==> src/rtl/tvs_sweep_ctrl.sv <==
// rtl/tvs_sweep_ctrl.sv - TVS sensor sweep sequencer with per-channel averaging and result read port
module tvs_sweep_ctrl #(
  parameter int AVG_LOG2       = 2,
  parameter int TIMEOUT_CYCLES = 1000000,
  parameter int TO_W           = 20
) (
  input  logic        CLK,
  input  logic        RESET_N,
  input  logic        START,
  input  logic [3:0]  CH_MASK,
  input  logic [15:0] TEMP_LIMIT,
  input  logic        ALARM_CLR,
  output logic        ENABLE_TEMP,
  output logic        ENABLE_1V,
  output logic        ENABLE_18V,
  output logic        ENABLE_25V,
  input  logic        TVS_ACTIVE,
  input  logic [1:0]  TVS_CHANNEL,
  input  logic        TVS_VALID,
  input  logic [15:0] TVS_VALUE,
  output logic        BUSY,
  output logic        DONE,
  output logic        ERR,
  output logic        OVERTEMP,
  input  logic        RD_EN,
  input  logic [1:0]  RD_ADDR,
  output logic [15:0] RD_DATA,
  output logic        RD_VALID
);

  localparam int ACC_W = 16 + AVG_LOG2;
  localparam int CNT_W = AVG_LOG2 + 1;
  localparam logic [CNT_W-1:0] CNT_FULL = CNT_W'(1 << AVG_LOG2);
  localparam logic [TO_W-1:0]  TO_LAST  = TO_W'(TIMEOUT_CYCLES - 1);

  typedef enum logic [1:0] {
    IDLE     = 2'd0,
    WAIT_ACT = 2'd1,
    COLLECT  = 2'd2
  } state_e;

  // Reset asserts immediately, releases only after two clean clock edges.
  logic [1:0] rst_sync_q, rst_sync_d;
  logic       rst_n_int;

  always_comb rst_sync_d = {rst_sync_q[0], 1'b1};

  always_ff @(posedge CLK or negedge RESET_N) begin
    if (!RESET_N) rst_sync_q <= 2'b00;
    else          rst_sync_q <= rst_sync_d;
  end

  assign rst_n_int = rst_sync_q[1];

  state_e             state_q, state_d;
  logic [3:0]         mask_q, mask_d;
  logic [15:0]        limit_q, limit_d;
  logic [3:0]         en_q, en_d;
  logic [TO_W-1:0]    to_cnt_q, to_cnt_d;
  logic               done_q, done_d;
  logic               err_q, err_d;
  logic               ot_q, ot_d;
  logic [15:0]        rd_data_q, rd_data_d;
  logic               rd_valid_q, rd_valid_d;
  logic [ACC_W-1:0]   acc_q [4];
  logic [ACC_W-1:0]   acc_d [4];
  logic [CNT_W-1:0]   cnt_q [4];
  logic [CNT_W-1:0]   cnt_d [4];
  logic [15:0]        result_q [4];
  logic [15:0]        result_d [4];

  logic accept, all_full, timeout, abort, err_set, ot_set;

  always_comb begin
    state_d    = state_q;
    mask_d     = mask_q;
    limit_d    = limit_q;
    en_d       = en_q;
    to_cnt_d   = to_cnt_q;
    done_d     = 1'b0;
    err_set    = 1'b0;
    ot_set     = 1'b0;
    abort      = 1'b0;
    rd_valid_d = RD_EN;
    rd_data_d  = RD_EN ? result_q[RD_ADDR] : rd_data_q;
    for (int i = 0; i < 4; i++) begin
      acc_d[i]    = acc_q[i];
      cnt_d[i]    = cnt_q[i];
      result_d[i] = result_q[i];
    end

    accept = (state_q == COLLECT) && TVS_VALID && mask_q[TVS_CHANNEL] &&
             (cnt_q[TVS_CHANNEL] < CNT_FULL);
    if (accept) begin
      acc_d[TVS_CHANNEL] = acc_q[TVS_CHANNEL] + ACC_W'(TVS_VALUE);
      cnt_d[TVS_CHANNEL] = cnt_q[TVS_CHANNEL] + CNT_W'(1);
    end

    // Completion looks at counts including the sample arriving this cycle.
    all_full = 1'b1;
    for (int i = 0; i < 4; i++) begin
      if (mask_q[i] && (cnt_d[i] != CNT_FULL)) all_full = 1'b0;
    end

    timeout = (to_cnt_q == TO_LAST);

    case (state_q)
      IDLE: begin
        if (START) begin
          mask_d   = CH_MASK;
          limit_d  = TEMP_LIMIT;
          to_cnt_d = '0;
          for (int i = 0; i < 4; i++) begin
            acc_d[i] = '0;
            cnt_d[i] = '0;
          end
          if (CH_MASK != 4'b0000) begin
            state_d = WAIT_ACT;
            en_d    = CH_MASK;
          end else begin
            done_d = 1'b1;
          end
        end
      end
      WAIT_ACT: begin
        if (timeout) begin
          abort = 1'b1;
        end else begin
          to_cnt_d = to_cnt_q + TO_W'(1);
          if (TVS_ACTIVE) state_d = COLLECT;
        end
      end
      COLLECT: begin
        if (accept && all_full) begin
          for (int i = 0; i < 4; i++) begin
            if (mask_q[i]) result_d[i] = acc_d[i][AVG_LOG2 +: 16];
          end
          if (mask_q[0] && (acc_d[0][AVG_LOG2 +: 16] > limit_q)) ot_set = 1'b1;
          done_d  = 1'b1;
          en_d    = 4'b0000;
          state_d = IDLE;
        end else if (accept) begin
          to_cnt_d = '0;
        end else if (timeout) begin
          abort = 1'b1;
        end else begin
          to_cnt_d = to_cnt_q + TO_W'(1);
        end
      end
      default: state_d = IDLE;
    endcase

    if (abort) begin
      err_set = 1'b1;
      done_d  = 1'b1;
      en_d    = 4'b0000;
      state_d = IDLE;
    end

    // Setting an alarm outranks a simultaneous clear.
    err_d = err_set | (err_q & ~ALARM_CLR);
    ot_d  = ot_set  | (ot_q  & ~ALARM_CLR);
  end

  always_ff @(posedge CLK or negedge rst_n_int) begin
    if (!rst_n_int) begin
      state_q    <= IDLE;
      mask_q     <= '0;
      limit_q    <= '0;
      en_q       <= '0;
      to_cnt_q   <= '0;
      done_q     <= 1'b0;
      err_q      <= 1'b0;
      ot_q       <= 1'b0;
      rd_data_q  <= '0;
      rd_valid_q <= 1'b0;
      for (int i = 0; i < 4; i++) begin
        acc_q[i]    <= '0;
        cnt_q[i]    <= '0;
        result_q[i] <= '0;
      end
    end else begin
      state_q    <= state_d;
      mask_q     <= mask_d;
      limit_q    <= limit_d;
      en_q       <= en_d;
      to_cnt_q   <= to_cnt_d;
      done_q     <= done_d;
      err_q      <= err_d;
      ot_q       <= ot_d;
      rd_data_q  <= rd_data_d;
      rd_valid_q <= rd_valid_d;
      for (int i = 0; i < 4; i++) begin
        acc_q[i]    <= acc_d[i];
        cnt_q[i]    <= cnt_d[i];
        result_q[i] <= result_d[i];
      end
    end
  end

  assign ENABLE_TEMP = en_q[0];
  assign ENABLE_1V   = en_q[1];
  assign ENABLE_18V  = en_q[2];
  assign ENABLE_25V  = en_q[3];
  assign BUSY        = (state_q != IDLE);
  assign DONE        = done_q;
  assign ERR         = err_q;
  assign OVERTEMP    = ot_q;
  assign RD_DATA     = rd_data_q;
  assign RD_VALID    = rd_valid_q;

endmodule
==> config.mk <==
export PLATFORM = sky130hd
export DESIGN_NAME = tvs_sweep_ctrl
export DESIGN_NICKNAME = d
export VERILOG_FILES = /design/src/rtl/tvs_sweep_ctrl.sv
export SDC_FILE = /design/constraint.sdc
export NUM_CORES = 1
export LEC_CHECK = 0
export CAP_MARGIN = 0
export CORE_ASPECT_RATIO = 1.75
export CORE_MARGIN = 3
export CORE_UTILIZATION = 64
export DETAILED_ROUTE_END_ITERATION = 10
export PLACE_DENSITY = 0.9
export RECOVER_POWER = 25
export SLEW_MARGIN = 0
export SYNTH_ARGS = -nofsm -noshare
export SYNTH_HDL_FRONTEND = slang
export SYNTH_SLANG_ARGS = --single-unit
==> constraint.sdc <==
create_clock -name CLK -period 9.7 [get_ports CLK]
set_input_delay 1.94 -clock CLK [delete_from_list [all_inputs] [get_ports CLK]]
set_output_delay 1.94 -clock CLK [all_outputs]
set_load 0.02 [all_outputs]
## Yosys cells after proc, flatten, opt, wreduce, memory -nomap -nowiden

Index checks and enable logic that the tools add are counted.

| cells by class | value |
|---|---|
| eq/ne operators | 14 |
| reduce and logical (&&, ||, !) cells | 23 |
| add/sub/neg operators | 3 |
| bitwise gates (word level) | 7 |
| magnitude comparators | 6 |
| muxes and demuxes | 57 |

Operators by type and width:

| kind | count |
|---|---|
| 2-to-1 mux 72 bit | 3 |
| 2-to-1 mux 20 bit | 4 |
| bitwise mux 72 bit | 1 |
| one-hot mux 20 bit (3 select lines) | 1 |
| 2-to-1 mux 18 bit | 3 |
| binary-select mux 18 bit (select 2 bit) | 1 |
| demux 18 bit (select 2 bit) | 1 |
| 2-to-1 mux 12 bit | 3 |
| binary-select mux 16 bit (select 2 bit) | 1 |
| 2-to-1 mux 16 bit | 2 |
| != test 3 bit (second input constant) | 8 |
| adder 20 x 1 -> 20 bit (second input constant) | 1 |
| equality test 20 bit (second input constant) | 1 |
| adder 18 x 16 -> 18 bit | 1 |
| > comparator 16 bit | 1 |
| 2-to-1 mux 1 bit | 16 |
| 2-to-1 mux 4 bit | 4 |
| AND reduction 3 bit | 5 |
| bitwise mux 12 bit | 1 |
| 2-to-1 mux 2 bit | 6 |
| logical AND 1 bit | 10 |
| 2-to-1 mux 3 bit | 3 |
| one-hot mux 4 bit (2 select lines) | 1 |
| binary-select mux 3 bit (select 2 bit) | 1 |
| 24 further kinds | 31 |

| word-level totals | value |
|---|---|
| output and inout bits | 25 |
| logic and storage cells | 133 |
| flip-flop bits (word level) | 216 |
| bits of input ports | 47 |

## Depth between registers and ports, before layout

| logic depth | value |
|---|---|
| depth in word-level cells | 18 |
| gate-level depth with buffers | 20 |
| gate-level depth less buffers | 19 |

## Least setup slack after synthesis

Ideal clock, no wire load.

| path | value |
|---|---|
| path kind | in2reg |
| start | input port TVS_CHANNEL[0] |
| end | register ot_q, in the netlist OVERTEMP |
| data required time | 9.578 ns |
| arrival time | 6.533 ns |
| stages | 17 |
| slack | 3.045 ns |
| path through | buf_2 > buf_1 > mux4_2 > ha_1 > a2111oi_0 > o21ai_0 > a41oi_1 > o21bai_1 > a21oi_1 > xor2_1 > o21a_1 > inv_1 > ha_1 > and3_1 > nand4_1 > or4_1 > a32o_1 |

| between the ends | value |
|---|---|
| longest elaborated chain between the ends | 17 |
| elaborated cells between the ends (all ways) | 44 |

RTL lines:

| element | line | RTL |
|---|---|---|
| from (decl) | 18 | `input logic [1:0] TVS_CHANNEL,` |
| branches (longest 14 deep; another with adder 18 x 16 -> 18 bit) | -- |  |
| 2-to-1 mux 1 bit (*) | 134 | `if (accept && all_full) begin` |
| 2-to-1 mux 1 bit (*) | 107 | `case (state_q)` |
| OR 1 bit (*) | 162 | `ot_d = ot_set \| (ot_q & ~ALARM_CLR);` |
| net ot_d | 62 | `logic ot_q, ot_d;` |
| to (signal assigned) | 190 | `ot_q <= ot_d;` |
| to (decl) | 62 |  |

Mark *: on every way through the listed nets, which the timed path passes. The select of a mux whose other input is x is not followed.
A chain may end at the register's enable or synchronous reset.

## Final worst setup path

Same ends and word-level chain as after synthesis.

==> impl_summary.log <==
[metrics] post-synthesis cell area: around 11000 sq um
[metrics] maximum resistive drop on vdd: 210 uV
[metrics] Leakage Power: around 0.0059 uW
[metrics] Cell Count Post-Placement: around 1300
[metrics] Die Outline Area: around 19000 sq um
[metrics] Clk Latency, worst-skew pair: about 0.50 ns
[metrics] leading register cell type out of synthesis: sky130_fd_sc_hd__dfrtp_1
[metrics] crit-path max FO: 23
[metrics] Logic pwr share: between 20% and 30%
[metrics] number of cells upsized or downsized after cts: 0
[metrics] worst r2r path cells: 2
[metrics] fraction of layout instances using a drive strength above 1: about 9.7%
[metrics] Final period util: between 60% and 70%
[metrics] via count normalized by instance count: 6.25
[metrics] achievable frequency: approximately 150 MHz
[metrics] dpl ws: between 2 and 3 ns
[metrics] critical path capture point type: register
[metrics] via count of the first global-routing pass: around 8700
[metrics] violations in the final reports: max-capacitance violations, max-slew violations
[metrics] per-cell routed wire length: about 21 microns
[metrics] Die X-Extent: about 100 microns
[metrics] most common cell after layout, fill and taps aside: sky130_fd_sc_hd__dfrtp_1
[metrics] average size of a mapped cell: roughly 10 sq um
[metrics] critical path data arrival time: between 7 and 8 ns
[metrics] top library cells by usage in the layout, fill and taps aside: 216 x sky130_fd_sc_hd__dfrtp_1, 167 x sky130_fd_sc_hd__nor2_1, 104 x sky130_fd_sc_hd__a21oi_1
[metrics] cell chosen for the clock root: sky130_fd_sc_hd__clkbuf_16
[metrics] fraction of the yosys area taken by sequential cells: 50.0%
[metrics] hold slack final: 0.353 ns
[metrics] Starting Density: approximately two thirds
[metrics] start point of the worst hold path: rst_sync_q[0]
[metrics] number of diodes: 0
[metrics] worst setup skew after layout: 0.0143 ns
[metrics] initial DRC count: between 500 and 600
[metrics] Setup Total Neg Slack: 0 ns
[metrics] antenna-violating nets left: 0
[metrics] core area: ~17000 sq um
[metrics] CTS buffer count: 21
[metrics] RSZ-0062 raised after global routing: no
[metrics] category of the critical setup timing path: in -> reg
[metrics] wire length of the first global-routing pass: around 44 mm
[metrics] pin count of the biggest net entering global routing: 116
[metrics] launching element of the worst setup path: TVS_CHANNEL[0]
[metrics] count of maximum capacitance violations: 2
[metrics] part of the power in the clock network: 30.8%
[metrics] number of detailed-route iterations in the first pass: 5
[metrics] number of setup violations in the final report: 0
[metrics] pin slew with the least headroom to its limit: 3.43 ns
[metrics] Routability Congestion: between 0.9 and 1
[metrics] Reg2Reg Launch Point: rst_sync_q[1]
[metrics] hold endpoint: rst_sync_q[1]
[metrics] Net Switching: around 900 uW
[metrics] unique cell type count in the Yosys netlist: 56
[metrics] TritonCTS clock tree: built
[metrics] capturing point of the worst reg2reg path: limit_q[1]
[metrics] Rel. slew slack: -129%
[metrics] cell family with the largest share of critical-path delay: compound AO/OA/AOI/OAI gates
[metrics] cell types with the largest area share after synthesis: sky130_fd_sc_hd__dfrtp_1 50%, sky130_fd_sc_hd__mux4_2 7.5%, sky130_fd_sc_hd__nor2_1 5.8%
[metrics] # H-tree levels: 1
[metrics] total setup buffers inserted after CTS: 0
[metrics] FFs w/ async S/R, synth: 100%
[metrics] Remaining DRCs: 0
[metrics] sequential power share: between 40% and 50%
[metrics] Die Span Y: 178 microns
[metrics] Worst-path clk slew: roughly 0.070 ns
[metrics] post-cts hold buffer count: 0
[metrics] switching share of power: 32.4%
[metrics] cell count of the worst hold path: 0
[metrics] number of nets produced by synthesis: between 1000 and 1500
[metrics] Routed Wire Length: roughly 28 mm
[metrics] areal power density over the cells: 227 nW/um^2
[metrics] synthesis-to-finish area growth: 14.8%
[metrics] Synth Instances: around 1000
[metrics] path type of the worst min-delay path: reg -> reg
[metrics] leading area contributor after synthesis: sky130_fd_sc_hd__dfrtp_1
[metrics] final non-filler cell total: 1339
[metrics] Max stage delay cell, worst path: sky130_fd_sc_hd__mux4_2
[metrics] number of top-level pins: 72
[metrics] crit path time final: roughly 6.7 ns
[metrics] Final Max Tran Viols: 144
[metrics] number of synthesized register bits: approximately 220
[metrics] clk buf depth: 3
[metrics] WP data required: 10.09 ns
[metrics] HPWL after detailed placement: about 19 mm
[metrics] category of the worst setup path launch point: input pin
[metrics] result of the run: finished with violations
[metrics] total chip power: between 2000 and 3000 uW
[metrics] All-Layer GR Usage: 30.3%
[metrics] input/output buffers: a little over 70
[metrics] clock sink count: between 200 and 250
[metrics] Hold Violations, Final: 0
[metrics] count of flip-flops with a built-in enable after synthesis: 0
[metrics] proportion of netlist area held by the largest area contributor: between 50% and 60%
[metrics] total number of nets in the final design: ~1200
[metrics] Worst Slack Setup Final: between 2 and 3 ns
[metrics] standard-cell rows: 62
[metrics] setup slack of the worst register-to-register path: 3.72 ns
[metrics] cell-internal power: between 1500 and 2000 uW
[metrics] yosys warns: 0
[metrics] crit path cell chain: clkdlybuf4s50_1, buf_4, mux4_2, ha_1, nand3_1, a2111oi_0, a21oi_1, o31ai_1, xnor2_1, nor2_1, a21oi_1, inv_1, ha_1, and3_1, nand4_1, or4_1, a32o_1
[metrics] grt ovf: 0
[metrics] antenna violations before repair: 0
[metrics] delay contributed by the slowest stage of the critical path: ~0.57 ns
[metrics] WP buf/inv: 3
[metrics] vias post-DR: about 8400
-- through the flow --
stage	utilization, %	cell area, sq um
finish	75.0	12400
floorplan	-	10800
CTS	75.1	12400
global route	75.0	12400
detailed placement	70.7	11700
global placement	70.7	11700
-- area by class of cell --
type                            count  area, sq um
Multi-Input combinational cell    727         4990
Sequential cell                   216         5410
Fill cell                        1050         4130
Clock buffer                       25          551
Clock inverter                     10          166
Tap cell                          224          280
Inverter                           52          195
Timing Repair Buffer               85          812
-- registers in the layout, indices dropped and copies added, names as in the netlist, 4 cells and up --
| signal | cells |
|---|---|
| acc_q | 72 |
| result_q | 64 |
| to_cnt_q | 20 |
| RD_DATA | 16 |
| limit_q | 16 |
| cnt_q | 12 |
| en_q | 4 |
| mask_q | 4 |
-- cells by family after synthesis --
family | after synthesis | synth area share [%]
buf+inv | 105 | 3.86
flops | 216 | 50.0
xor+xnor | 15 | 1.22
compound gates | 219 | 11.6
other cells | 1 | 0.0347
fa+ha+maj | 40 | 4.70
mux | 110 | 14.6
simple gates | 342 | 13.9
-- cell usage after synthesis (3+ instances only) --
master                      number
sky130_fd_sc_hd__dfrtp_1       216
sky130_fd_sc_hd__nor2_1        168
sky130_fd_sc_hd__a21oi_1       104
sky130_fd_sc_hd__nand2_1        90
sky130_fd_sc_hd__o21ai_0        60
sky130_fd_sc_hd__mux2i_1        54
sky130_fd_sc_hd__inv_1          52
sky130_fd_sc_hd__ha_1           39
sky130_fd_sc_hd__clkbuf_1       37
sky130_fd_sc_hd__mux4_2         36
sky130_fd_sc_hd__mux2_2         20
sky130_fd_sc_hd__nand3_1        14
sky130_fd_sc_hd__and2_1         13
sky130_fd_sc_hd__buf_2          12
sky130_fd_sc_hd__xnor2_1        12
sky130_fd_sc_hd__and3_1         10
sky130_fd_sc_hd__nand4_1        10
sky130_fd_sc_hd__nor2b_1         7
sky130_fd_sc_hd__o31ai_1         7
sky130_fd_sc_hd__a31oi_1         6
sky130_fd_sc_hd__nor3_1          6
sky130_fd_sc_hd__o21a_1          6
sky130_fd_sc_hd__a211oi_1        5
sky130_fd_sc_hd__a21o_1          5
sky130_fd_sc_hd__a22o_1          5
sky130_fd_sc_hd__and3b_1         3
sky130_fd_sc_hd__buf_1           3
sky130_fd_sc_hd__nor4_1          3
sky130_fd_sc_hd__o2111ai_1       3
sky130_fd_sc_hd__or4_1           3
sky130_fd_sc_hd__xor2_1          3
-- worst reg2reg max path, delay by kind of cell (launching register included) --
kind	cells	cell delay, ns
DFF	1	2.34
buffers and inverters	2	3.61
-- power by group through the flow --
stage                     clock, uW  combinational (uW)  sequential (uW)
after floorplan                   0                 494             1200
after global placement            0                 732             1170
after detailed placement          0                 760             1190
after CTS                       870                 773             1170
after global routing            910                 851             1190
final                           866                 774             1170
-- metal layers --
layer | vias to the layer above | global-route usage, % | routed length, microns
met2 | 346 | 56.0 | 15000
met4 | 0 | 17.6 | 1650
met1 | 4127 | 33.4 | 9590
li1 | 3765 | - | -
met3 | 125 | 3.82 | 1450
met5 | - | 0 | 0
-- worst max-delay path by stage --
stage                     to  slack (ns)  cells after the start
floorplan           OVERTEMP        3.05                     17
CTS                 OVERTEMP        3.03                     17
finish              OVERTEMP        2.98                     17
global route        OVERTEMP        2.59                     17
detailed placement  OVERTEMP        2.54                     17
global placement    OVERTEMP        2.70                     17
(Power assumes the default switching activity.)
